**src/rtl/decode_pkg.sv**
```systemverilog
// Shared constants, enums and the decoded-bundle type for the RV32I decode stage.
package decode_pkg;

  localparam logic [3:0] ALU_ADD  = 4'd0;
  localparam logic [3:0] ALU_SUB  = 4'd1;
  localparam logic [3:0] ALU_AND  = 4'd2;
  localparam logic [3:0] ALU_OR   = 4'd3;
  localparam logic [3:0] ALU_XOR  = 4'd4;
  localparam logic [3:0] ALU_SLL  = 4'd5;
  localparam logic [3:0] ALU_SRL  = 4'd6;
  localparam logic [3:0] ALU_SRA  = 4'd7;
  localparam logic [3:0] ALU_SLTU = 4'd8;
  localparam logic [3:0] ALU_SLT  = 4'd9;

  localparam logic [3:0] BR_EQ  = 4'd0;
  localparam logic [3:0] BR_NE  = 4'd1;
  localparam logic [3:0] BR_LT  = 4'd2;
  localparam logic [3:0] BR_GE  = 4'd3;
  localparam logic [3:0] BR_LTU = 4'd4;
  localparam logic [3:0] BR_GEU = 4'd5;

  localparam logic [6:0] OP_R      = 7'b0110011;
  localparam logic [6:0] OP_IMM    = 7'b0010011;
  localparam logic [6:0] OP_LOAD   = 7'b0000011;
  localparam logic [6:0] OP_STORE  = 7'b0100011;
  localparam logic [6:0] OP_BRANCH = 7'b1100011;
  localparam logic [6:0] OP_LUI    = 7'b0110111;
  localparam logic [6:0] OP_AUIPC  = 7'b0010111;
  localparam logic [6:0] OP_JAL    = 7'b1101111;
  localparam logic [6:0] OP_JALR   = 7'b1100111;

  typedef enum logic [2:0] {
    IMM_NONE = 3'd0,
    IMM_I    = 3'd1,
    IMM_S    = 3'd2,
    IMM_B    = 3'd3,
    IMM_U    = 3'd4,
    IMM_J    = 3'd5
  } imm_src_e;

  typedef enum logic [1:0] {
    RES_ALU = 2'b00,
    RES_MEM = 2'b01,
    RES_PC4 = 2'b10
  } result_src_e;

  // Everything but the immediate; the immediate width follows XLEN and travels separately.
  typedef struct packed {
    logic        reg_write;
    logic [3:0]  alucontrol;
    result_src_e result_src;
    imm_src_e    imm_src;
    logic        alu_src_imm;
    logic        is_branch_instr;
    logic        is_jump;
    logic        mem_read;
    logic        mem_write;
    logic [2:0]  mem_size;
    logic [4:0]  rd;
    logic [4:0]  rs1;
    logic [4:0]  rs2;
    logic        illegal;
  } decode_bundle_t;

  // ALU opcode for R/I arithmetic; alt is instr[30] already qualified by the caller.
  function automatic logic [3:0] alu_op_f(input logic [2:0] funct3, input logic alt);
    logic [3:0] op;
    case (funct3)
      3'b000:  op = alt ? ALU_SUB : ALU_ADD;
      3'b001:  op = ALU_SLL;
      3'b010:  op = ALU_SLT;
      3'b011:  op = ALU_SLTU;
      3'b100:  op = ALU_XOR;
      3'b101:  op = alt ? ALU_SRA : ALU_SRL;
      3'b110:  op = ALU_OR;
      default: op = ALU_AND;
    endcase
    return op;
  endfunction

  // Compare opcode for conditional branches; 010/011 are rejected elsewhere.
  function automatic logic [3:0] branch_op_f(input logic [2:0] funct3);
    logic [3:0] op;
    case (funct3)
      3'b001:  op = BR_NE;
      3'b100:  op = BR_LT;
      3'b101:  op = BR_GE;
      3'b110:  op = BR_LTU;
      3'b111:  op = BR_GEU;
      default: op = BR_EQ;
    endcase
    return op;
  endfunction

endpackage

```
**src/rtl/decode_stage_if.sv**
```systemverilog
// Fetch-side handshake, flush, and the decoded bundle presented to register read.
interface decode_stage_if #(parameter int XLEN = 32);
  logic            in_valid;
  logic            in_ready;
  logic [31:0]     in_instr;
  logic            flush;
  logic            out_valid;
  logic            out_ready;
  logic            reg_write;
  logic [3:0]      alucontrol;
  logic [1:0]      result_src;
  logic [2:0]      imm_src;
  logic [XLEN-1:0] imm;
  logic            alu_src_imm;
  logic            is_branch_instr;
  logic            is_jump;
  logic            mem_read;
  logic            mem_write;
  logic [2:0]      mem_size;
  logic [4:0]      rd;
  logic [4:0]      rs1;
  logic [4:0]      rs2;
  logic            illegal;

  modport master (
    output in_valid, in_instr, flush, out_ready,
    input  in_ready, out_valid, reg_write, alucontrol, result_src, imm_src, imm,
           alu_src_imm, is_branch_instr, is_jump, mem_read, mem_write, mem_size,
           rd, rs1, rs2, illegal
  );

  modport slave (
    input  in_valid, in_instr, flush, out_ready,
    output in_ready, out_valid, reg_write, alucontrol, result_src, imm_src, imm,
           alu_src_imm, is_branch_instr, is_jump, mem_read, mem_write, mem_size,
           rd, rs1, rs2, illegal
  );
endinterface

```
**src/rtl/decode_comb.sv**
```systemverilog
// Pure combinational RV32I decoder: raw instruction word to control bundle and immediate.
module decode_comb
  import decode_pkg::*;
#(
  parameter int XLEN = 32
) (
  input  logic [31:0]     instr,
  output decode_bundle_t  bundle,
  output logic [XLEN-1:0] imm
);

  logic [6:0] opcode;
  logic [2:0] funct3;
  logic [6:0] funct7;
  logic       shamt_hi_zero;
  logic       shamt_hi_sra;

  assign opcode = instr[6:0];
  assign funct3 = instr[14:12];
  assign funct7 = instr[31:25];

  // On RV64 the shift amount grows to six bits, so only instr[31:26] is the funct field.
  assign shamt_hi_zero = (XLEN == 64) ? (instr[31:26] == 6'b000000) : (instr[31:25] == 7'b0000000);
  assign shamt_hi_sra  = (XLEN == 64) ? (instr[31:26] == 6'b010000) : (instr[31:25] == 7'b0100000);

  // Opcode/funct decode into control fields; illegal encodings collapse to a bare illegal flag.
  always_comb begin
    bundle            = '0;
    bundle.rd         = instr[11:7];
    bundle.rs1        = instr[19:15];
    bundle.rs2        = instr[24:20];
    bundle.alucontrol = ALU_ADD;
    bundle.result_src = RES_ALU;
    bundle.imm_src    = IMM_NONE;
    case (opcode)
      OP_R: begin
        bundle.reg_write  = 1'b1;
        bundle.alucontrol = alu_op_f(funct3, instr[30]);
        if (funct7 != 7'h00 && funct7 != 7'h20) bundle.illegal = 1'b1;
      end
      OP_IMM: begin
        bundle.reg_write   = 1'b1;
        bundle.imm_src     = IMM_I;
        bundle.alu_src_imm = 1'b1;
        bundle.alucontrol  = alu_op_f(funct3, (funct3 == 3'b101) && instr[30]);
        if (funct3 == 3'b001 && !shamt_hi_zero) bundle.illegal = 1'b1;
        if (funct3 == 3'b101 && !shamt_hi_zero && !shamt_hi_sra) bundle.illegal = 1'b1;
      end
      OP_LOAD: begin
        bundle.reg_write   = 1'b1;
        bundle.mem_read    = 1'b1;
        bundle.result_src  = RES_MEM;
        bundle.imm_src     = IMM_I;
        bundle.alu_src_imm = 1'b1;
        bundle.mem_size    = funct3;
      end
      OP_STORE: begin
        bundle.mem_write   = 1'b1;
        bundle.imm_src     = IMM_S;
        bundle.alu_src_imm = 1'b1;
        bundle.mem_size    = funct3;
      end
      OP_BRANCH: begin
        bundle.is_branch_instr = 1'b1;
        bundle.imm_src         = IMM_B;
        bundle.alucontrol      = branch_op_f(funct3);
        if (funct3 == 3'b010 || funct3 == 3'b011) bundle.illegal = 1'b1;
      end
      OP_LUI, OP_AUIPC: begin
        bundle.reg_write   = 1'b1;
        bundle.imm_src     = IMM_U;
        bundle.alu_src_imm = 1'b1;
      end
      OP_JAL: begin
        bundle.reg_write   = 1'b1;
        bundle.is_jump     = 1'b1;
        bundle.result_src  = RES_PC4;
        bundle.imm_src     = IMM_J;
        bundle.alu_src_imm = 1'b1;
      end
      OP_JALR: begin
        bundle.reg_write   = 1'b1;
        bundle.is_jump     = 1'b1;
        bundle.result_src  = RES_PC4;
        bundle.imm_src     = IMM_I;
        bundle.alu_src_imm = 1'b1;
      end
      default: bundle.illegal = 1'b1;
    endcase
    if (bundle.illegal) begin
      bundle         = '0;
      bundle.illegal = 1'b1;
    end
    if (!bundle.reg_write) bundle.rd = 5'd0;
  end

  // Immediate assembly and sign extension to XLEN according to the selected format.
  always_comb begin
    imm = '0;
    case (bundle.imm_src)
      IMM_I:   imm = {{(XLEN-12){instr[31]}}, instr[31:20]};
      IMM_S:   imm = {{(XLEN-12){instr[31]}}, instr[31:25], instr[11:7]};
      IMM_B:   imm = {{(XLEN-13){instr[31]}}, instr[31], instr[7], instr[30:25], instr[11:8], 1'b0};
      IMM_U:   imm = {{(XLEN-32){instr[31]}}, instr[31:12], 12'b0};
      IMM_J:   imm = {{(XLEN-21){instr[31]}}, instr[31], instr[19:12], instr[20], instr[30:21], 1'b0};
      default: imm = '0;
    endcase
  end

endmodule

```
**src/rtl/decode_stage.sv**
```systemverilog
// Decode pipeline stage: optional input skid buffer, shared decoder, registered output bundle.
module decode_stage
  import decode_pkg::*;
#(
  parameter int XLEN = 32,
  parameter int SKID = 1
) (
  input logic           clk,
  input logic           rst,
  decode_stage_if.slave bus
);

  logic            out_valid_q, out_valid_d;
  decode_bundle_t  out_bundle_q, out_bundle_d;
  logic [XLEN-1:0] out_imm_q, out_imm_d;
  logic            skid_valid_q, skid_valid_d;
  logic [31:0]     skid_instr_q, skid_instr_d;

  logic            load_out;
  logic            accept;
  logic [31:0]     dec_instr;
  decode_bundle_t  dec_bundle;
  logic [XLEN-1:0] dec_imm;

  // The skid entry is always older than anything on the input, so it gets the decoder first.
  assign dec_instr = skid_valid_q ? skid_instr_q : bus.in_instr;
  assign load_out  = !out_valid_q || bus.out_ready;
  assign bus.in_ready = (SKID != 0) ? !skid_valid_q : load_out;
  assign accept    = bus.in_valid && bus.in_ready;

  decode_comb #(.XLEN(XLEN)) u_decode_comb (
    .instr  (dec_instr),
    .bundle (dec_bundle),
    .imm    (dec_imm)
  );

  // Next-state for the output register and skid slot; flush wins over any movement.
  always_comb begin
    out_valid_d  = out_valid_q;
    out_bundle_d = out_bundle_q;
    out_imm_d    = out_imm_q;
    skid_valid_d = skid_valid_q;
    skid_instr_d = skid_instr_q;
    if (bus.flush) begin
      out_valid_d  = 1'b0;
      skid_valid_d = 1'b0;
    end else if (load_out) begin
      if (skid_valid_q || accept) begin
        out_valid_d  = 1'b1;
        out_bundle_d = dec_bundle;
        out_imm_d    = dec_imm;
        skid_valid_d = 1'b0;
      end else begin
        out_valid_d = 1'b0;
      end
    end else if (accept && (SKID != 0)) begin
      skid_valid_d = 1'b1;
      skid_instr_d = bus.in_instr;
    end
  end

  // State registers with synchronous reset.
  always_ff @(posedge clk) begin
    if (rst) begin
      out_valid_q  <= 1'b0;
      out_bundle_q <= '0;
      out_imm_q    <= '0;
      skid_valid_q <= 1'b0;
      skid_instr_q <= '0;
    end else begin
      out_valid_q  <= out_valid_d;
      out_bundle_q <= out_bundle_d;
      out_imm_q    <= out_imm_d;
      skid_valid_q <= skid_valid_d;
      skid_instr_q <= skid_instr_d;
    end
  end

  assign bus.out_valid       = out_valid_q;
  assign bus.reg_write       = out_bundle_q.reg_write;
  assign bus.alucontrol      = out_bundle_q.alucontrol;
  assign bus.result_src      = out_bundle_q.result_src;
  assign bus.imm_src         = out_bundle_q.imm_src;
  assign bus.imm             = out_imm_q;
  assign bus.alu_src_imm     = out_bundle_q.alu_src_imm;
  assign bus.is_branch_instr = out_bundle_q.is_branch_instr;
  assign bus.is_jump         = out_bundle_q.is_jump;
  assign bus.mem_read        = out_bundle_q.mem_read;
  assign bus.mem_write       = out_bundle_q.mem_write;
  assign bus.mem_size        = out_bundle_q.mem_size;
  assign bus.rd              = out_bundle_q.rd;
  assign bus.rs1             = out_bundle_q.rs1;
  assign bus.rs2             = out_bundle_q.rs2;
  assign bus.illegal         = out_bundle_q.illegal;

endmodule

```
**src/flat_wrapper.sv**
```systemverilog
// flat-port wrapper written by rule: the top's interface ports become plain ports
module decode_stage_flat import decode_pkg::*;
#(
  parameter int XLEN = 32,
  parameter int SKID = 1
)
  (clk, rst, bus_in_valid, bus_in_instr, bus_flush, bus_out_ready, bus_in_ready, bus_out_valid, bus_reg_write, bus_alucontrol, bus_result_src, bus_imm_src, bus_imm, bus_alu_src_imm, bus_is_branch_instr, bus_is_jump, bus_mem_read, bus_mem_write, bus_mem_size, bus_rd, bus_rs1, bus_rs2, bus_illegal);
  decode_stage_if #(.XLEN(XLEN)) bus_i ();
  input logic clk;
  input logic rst;
  input wire logic [$bits(bus_i.in_valid)-1:0] bus_in_valid;
  input wire logic [$bits(bus_i.in_instr)-1:0] bus_in_instr;
  input wire logic [$bits(bus_i.flush)-1:0] bus_flush;
  input wire logic [$bits(bus_i.out_ready)-1:0] bus_out_ready;
  output wire logic [$bits(bus_i.in_ready)-1:0] bus_in_ready;
  output wire logic [$bits(bus_i.out_valid)-1:0] bus_out_valid;
  output wire logic [$bits(bus_i.reg_write)-1:0] bus_reg_write;
  output wire logic [$bits(bus_i.alucontrol)-1:0] bus_alucontrol;
  output wire logic [$bits(bus_i.result_src)-1:0] bus_result_src;
  output wire logic [$bits(bus_i.imm_src)-1:0] bus_imm_src;
  output wire logic [$bits(bus_i.imm)-1:0] bus_imm;
  output wire logic [$bits(bus_i.alu_src_imm)-1:0] bus_alu_src_imm;
  output wire logic [$bits(bus_i.is_branch_instr)-1:0] bus_is_branch_instr;
  output wire logic [$bits(bus_i.is_jump)-1:0] bus_is_jump;
  output wire logic [$bits(bus_i.mem_read)-1:0] bus_mem_read;
  output wire logic [$bits(bus_i.mem_write)-1:0] bus_mem_write;
  output wire logic [$bits(bus_i.mem_size)-1:0] bus_mem_size;
  output wire logic [$bits(bus_i.rd)-1:0] bus_rd;
  output wire logic [$bits(bus_i.rs1)-1:0] bus_rs1;
  output wire logic [$bits(bus_i.rs2)-1:0] bus_rs2;
  output wire logic [$bits(bus_i.illegal)-1:0] bus_illegal;
  assign bus_i.in_valid = bus_in_valid;
  assign bus_i.in_instr = bus_in_instr;
  assign bus_i.flush = bus_flush;
  assign bus_i.out_ready = bus_out_ready;
  assign bus_in_ready = bus_i.in_ready;
  assign bus_out_valid = bus_i.out_valid;
  assign bus_reg_write = bus_i.reg_write;
  assign bus_alucontrol = bus_i.alucontrol;
  assign bus_result_src = bus_i.result_src;
  assign bus_imm_src = bus_i.imm_src;
  assign bus_imm = bus_i.imm;
  assign bus_alu_src_imm = bus_i.alu_src_imm;
  assign bus_is_branch_instr = bus_i.is_branch_instr;
  assign bus_is_jump = bus_i.is_jump;
  assign bus_mem_read = bus_i.mem_read;
  assign bus_mem_write = bus_i.mem_write;
  assign bus_mem_size = bus_i.mem_size;
  assign bus_rd = bus_i.rd;
  assign bus_rs1 = bus_i.rs1;
  assign bus_rs2 = bus_i.rs2;
  assign bus_illegal = bus_i.illegal;
  decode_stage #(.XLEN(XLEN), .SKID(SKID)) u_core (.clk(clk), .rst(rst), .bus(bus_i));
endmodule
```
**config.mk**
```make
export PLATFORM = sky130hd
export DESIGN_NAME = decode_stage_flat
export DESIGN_NICKNAME = d
export VERILOG_FILES = /design/src/rtl/decode_pkg.sv /design/src/rtl/decode_stage_if.sv /design/src/rtl/decode_comb.sv /design/src/rtl/decode_stage.sv /design/src/flat_wrapper.sv
export SDC_FILE = /design/constraint.sdc
export NUM_CORES = 1
export LEC_CHECK = 0
export BUFFER_PORTS_ARGS = -buffer_cell sky130_fd_sc_hd__buf_2
export CORE_MARGIN = 2
export CORE_UTILIZATION = 54
export CTS_CLUSTER_SIZE = 28
export DETAILED_ROUTE_END_ITERATION = 6
export GPL_TIMING_DRIVEN = 0
export PLACE_DENSITY = 0.8
export SLEW_MARGIN = 20
export SYNTH_ARGS = -nofsm -noshare
export SYNTH_HDL_FRONTEND = slang
export SYNTH_SLANG_ARGS = --single-unit
```
**constraint.sdc**
```tcl
create_clock -name clk -period 2.7 [get_ports clk]
set_input_delay 0 -clock clk [delete_from_list [all_inputs] [get_ports clk]]
set_output_delay 0 -clock clk [all_outputs]
set_load 0.02 [all_outputs]
```
# Yosys cells after proc, flatten, opt, wreduce, memory -nomap -nowiden
# Index checks and enable logic that the tools add are counted.
# totals
output_inout_bits,68
reg_bits,100
inputBits,37
wordCells,102
# op_classes
n_mux,30
n_bitwise,2
n_reduce_logical,28
n_eq_ne,24
# ops
cell,count
$pmux W32 S5,1
$pmux W4 S7,2
$mux W34,1
$mux W32,1
$pmux W3 S5,2
$eq A7 B6 Y1 const B,4
$eq A7 B7 Y1 const B,3
$eq A3 B3 Y1 const B,6
$mux W1,18
$eq A7 B5 Y1 const B,2
$reduce_or A7 Y1,2
$eq A3 B2 Y1 const B,4
$pmux W4 S3,1
$reduce_or A2 Y1,4
$eq A7 B2 Y1 const B,1
$logic_not A7 Y1,1
$ne A7 B6 Y1 const B,1
$reduce_bool A7 Y1,1
$eq A3 B1 Y1 const B,2
$logic_and A1 B1 Y1,6
$reduce_and A3 Y1,2
$reduce_or A6 Y1,1
$mux W5,1
$logic_not A1 Y1,4
other kinds (10),13

# Depth between registers and ports, before layout
# depth
ltp_word,10
mapped_depth,11
mapped_depth_nobuf,6

# Cells and area by module
# A second synthesis with hierarchy kept.
# hier_totals
cells_unflattened,632
hier_area_um2,5885.6
# by_module_without_submodules
module,cells_per_inst,n_inst,area_each_um2,seq_area_each_um2
decode_stage,469,1,4859.7,2001.9
decode_comb,163,1,1026.0,0.0

# Least setup slack after synthesis
# Ideal clock, no wire load.
# synth_timing
path_kind,register to register
from,register u_core.skid_valid_q
to,register u_core.out_imm_q[11] (netlist: u_core.bus.imm[11])
arrival_ps,2243
setup_slack_ps,334
setup_time_ps,123
path_buffers,4
synth_period_minus_slack_ps,2366
required_ps,2577
path_stages_with_launch,11
path_cell_list,dfxtp_1 > buf_4 > buf_4 > buf_6 > inv_1 > nor3_1 > o21ai_1 > nand2_1 > o211ai_4 > buf_2 > o21ai_1
# synth_via
word_cells_on_any_way,45
classes_between,20 x eq/ne; 9 x mux; 16 x reduce/logical
# synth_rtl
item,line_no,source
from (decl),decode_stage.sv:16,"logic skid_valid_q, skid_valid_d;"
from (signal assigned),decode_stage.sv:74,skid_valid_q <= skid_valid_d;
$logic_not A1 Y1,decode_stage.sv:28,assign bus.in_ready = (SKID != 0) ? !skid_valid_q : load_out;
via bus_in_ready,flat_wrapper.sv:15,output wire logic [$bits(bus_i.in_ready)-1:0] bus_in_ready;
$logic_and A1 B1 Y1,decode_stage.sv:29,assign accept = bus.in_valid && bus.in_ready;
$logic_or A1 B1 Y1,decode_stage.sv:48,if (skid_valid_q || accept) begin
$reduce_and A3 Y1 (no line),-,
to (signal assigned),decode_stage.sv:73,out_imm_q <= out_imm_d;
to (decl),decode_stage.sv:15,"logic [XLEN-1:0] out_imm_q, out_imm_d;"
# The timed path passes the listed nets, and every way through them passes these cells.
# A chain may end at the register's enable or synchronous reset.

# Worst setup path in the final report
# layout_timing
from,register u_core.skid_valid_q
to,register u_core.out_imm_q[1] (netlist: u_core.bus.imm[1])
# layout_via
elab_chain_cells,10
word_cells_on_any_way,45
classes_between,20 x eq/ne; 9 x mux; 16 x reduce/logical
# layout_lines
item,line_no,source
$mux W32,decode_stage.sv:26,assign dec_instr = skid_valid_q ? skid_instr_q : bus.in_instr;
$logic_not A7 Y1,decode_comb.sv:23,assign shamt_hi_zero = (XLEN == 64) ? (instr[31:26] == 6'b000000) : (instr[31:25] == 7'b0000000);
$logic_not A1 Y1,"decode_comb.sv:46, decode_comb.sv:47",
"$logic_and A1 B1 Y1, on equally long branches","decode_comb.sv:46, decode_comb.sv:47",
$mux W1 / $logic_and A1 B1 Y1 (equally long branches),"decode_comb.sv:46, decode_comb.sv:47",
$mux W1,decode_comb.sv:47,if (funct3 == 3'b101 && !shamt_hi_zero && !shamt_hi_sra) bundle.illegal = 1'b1;
$pmux W1 S4,decode_comb.sv:35,case (opcode)
$mux W34,decode_comb.sv:90,if (bundle.illegal) begin
$eq A3 B3 Y1 (tied with other cells),decode_comb.sv:100,case (bundle.imm_src)
$pmux W32 S5,decode_comb.sv:100,
# Several ways; a longest one is shown, not always the timed one.

==> out/qor.yml <==
outcome:
  status: "completed"
clock_tree:
  cts.clk_slew.worst_paths_ps: 110
  clk_latency_ps: 380
  htree_levels: 3
  cts_buffer_depth: 2
  cts_tree: "yes"
  cts_sinks: 99
  ctsRootBufferMaster: "clkbuf_8"
  numCtsBuffers: 9
routing:
  drt-total-wl_um: 14900
  ant_nets: 0
  drt_iter0_markers: 332
  wl_per_cell_um: 18.3
  dr.pass1.iters: 5
  remaining_drc_errors: 0
  num_vias: 4841
  via_per_inst: 5.93
timing:
  max_freq_mhz: 373
  period_minus_slack_ps: 2680
  setup_slack_ps: 20.6
  hold_violations: 0
  setup_tns_ps: 0
  slew_headroom: 0.504
  slew_viol_final: 0
  finalCritPeriodShare: 0.992
  worstMarginPinSlew_ps: 736
  skew_ps: 17.4
  whs_ps: 98.2
  rsz0062_at_grt: "yes"
  setup_viol: 0
finish:
  syn_to_final_growth_pct: 29.2
  num_antenna_cells: 0
  fin_util: 0.719
  drive_gt1_frac: 0.254
  finalNonFillerCells: 817
  stdcell_area_um2: 5900
  final_nets: 744
worst_setup_path:
  cp_slowest_cell: "mux2i_1"
  cp_max_fo: 10
  worstSetupPathType: "register to register"
  critical_path.top_delay_family: "buffers and inverters"
  crit_top_cell: "buf_4"
  worstSetupStartpointType: "register"
  end_kind: "register"
  crit_chain: "buf_4 > buf_4 > buf_6 > buf_2 > clkbuf_4 > mux2i_1 > nor2_1 > o2111ai_1 > nand2_1"
  required_ps: 2960
  crit_buf_inv: 5
  critical_path.max_stage_delay_ps: 510
  cp.arrival_ps: 2940
yosys:
  synth_mux_area_frac: 0.0660
  synth_top_family_by_area: "compound AO/OA/AOI/OAI gates"
  yosys.cell_count.top_type: "nand2_1"
  synthTopCellsByCount: "nand2_1 (139), dfxtp_1 (99), a21oi_1 (53)"
  ys.flop_type: "dfxtp_1"
  ys_warn_count: 0
  ys_ff_latch: 99
  synth_top_cell_by_area: "dfxtp_1"
  synth.area.top_cells: "dfxtp_1 (43%), nand2_1 (11%), a21oi_1 (5.8%)"
  yosys.area_share.simple: 0.219
  syn_avg_cell_area_um2: 8.24
  synth_compound_area_frac: 0.232
  async_reset_ff_frac: 0
  syn_area_um2: 4570
  synth_edf_count: 0
  syn_nets: 592
  ys_seq_area_frac: 0.434
  synthXorXnorAreaFrac: 0
  synthCells: 555
  yosysTopAreaCellShare: 0.434
  yosysUniqueCellTypes: 53
  synth_adder_area_share: 0
place:
  place_inst: 763
  port-buffer-count: 103
  gp_congestion: 0.964
  place_area_um2: 5220
  post-place-ws_ps: -112
  dp_hpwl_um: 10500
global_routing:
  grt_pass1_wl_um: 21900
  overflow: 0
  track_usage: 0.316
  grt_pass1_vias: 4231
  antenna_found_initial: 0
  grt_max_degree: 19
run:
  maxCapViolations: 0
hold_path:
  hp-class: "input pin to register"
die:
  row_count: 33
  start_util: 0.556
  ios: 105
  core-area_um2: 8220
  die-area_um2: 9220
  die_w_um: 96
  die_h_um: 96
power:
  finalPower_mw: 2.81
  p_per_area_nw_per_um2: 476
  ir_drop_v: 0.000268
  leakage_nw: 2.29
==> layer usage <==
metal,GRT usage,share of wire,wire (um)
met5,0,0,0
met4,0.0988,0.021,307
met3,0.0603,0.087,1290
met2,0.522,0.48,7140
met1,0.418,0.41,6200
==> state kept, by name, indices dropped and copies added, names as in the netlist, 3 cells and up <==
name	count
u_core.bus.imm	32
u_core.bus.imm_src	3
u_core.bus.rs1	5
u_core.skid_instr_q	32
u_core.bus.rd	5
u_core.bus.mem_size	3
u_core.bus.rs2	5
u_core.bus.alucontrol	4
==> layout make-up <==
type | instances | area [um2]
buffer | 41 | 225
inverter | 4 | 15.0
multi-input combinational | 411 | 2430
sequential | 99 | 1990
fill | 670 | 2310
clock inverter | 6 | 82.6
clock buffer | 10 | 138
tap | 105 | 131
timing repair buffer | 141 | 901
==> kinds of logic after synthesis <==
family / after synthesis
AO/OA/AOI/OAI: 151
AND/OR/NAND/NOR: 231
buffers and inverters: 45
flip-flops: 99
multiplexers: 29
==> cell usage in the layout, fill, tap and decap left out, types with 3 or more instances in the layout <==
cell / synthesis / final
a21oi_1: 53 / 52
a22oi_1: 4 / 4
a22oi_2: 8 / 8
a31oi_1: 5 / 5
a32oi_1: 19 / 19
buf_2: 6 / 108
buf_4: 7 / 7
buf_6: 3 / 5
clkbuf_1: 24 / 20
clkbuf_2: 0 / 4
clkbuf_8: 0 / 10
dfxtp_1: 99 / 98
dlygate4sd3_1: 0 / 35
inv_1: 4 / 4
mux2_2: 9 / 9
mux2i_1: 20 / 13
mux2i_2: 0 / 7
nand2_1: 139 / 138
nand2b_1: 4 / 4
nand4_1: 13 / 13
nor2_1: 44 / 43
nor3_1: 11 / 11
o2111ai_1: 5 / 5
o211ai_1: 3 / 3
o21a_1: 8 / 8
o21ai_0: 12 / 10
o21ai_1: 13 / 14
o31ai_1: 6 / 4
==> worst paths after layout <==
check             slack, ps                   end                  from  cells after the start
hold / removal          100  u_core.bus.out_valid          bus_in_valid                      3
setup / recovery         20     u_core.bus.imm[1]   u_core.skid_valid_q                      9
setup reg to reg         20     u_core.bus.imm[1]   u_core.skid_valid_q                      9
hold reg to reg         440  u_core.bus.reg_write  u_core.bus.reg_write                      2
==> tightest hold or removal path, delay by kind of cell <==
family / cells / cell delay (ps)
AO/OA/AOI/OAI: 1 / 240
buffers and inverters: 1 / 90
AND/OR/NAND/NOR: 1 / 90
==> report_power, final <==
| group | internal, mW | switching, mW |
|---|---|---|
| clock network | 0.473 | 0.570 |
| logic | 0.109 | 0.186 |
| registers | 1.47 | 0.00637 |
==> timing repair <==
action	4_1_cts	5_1_grt
hold buffers	35	0
resized for setup	6	23
hold endpoints to repair	34	0
buffers inserted	0	3
pin swaps	0	1
endpoints found under the setup margin	58	55
(Power assumes the default switching activity.)
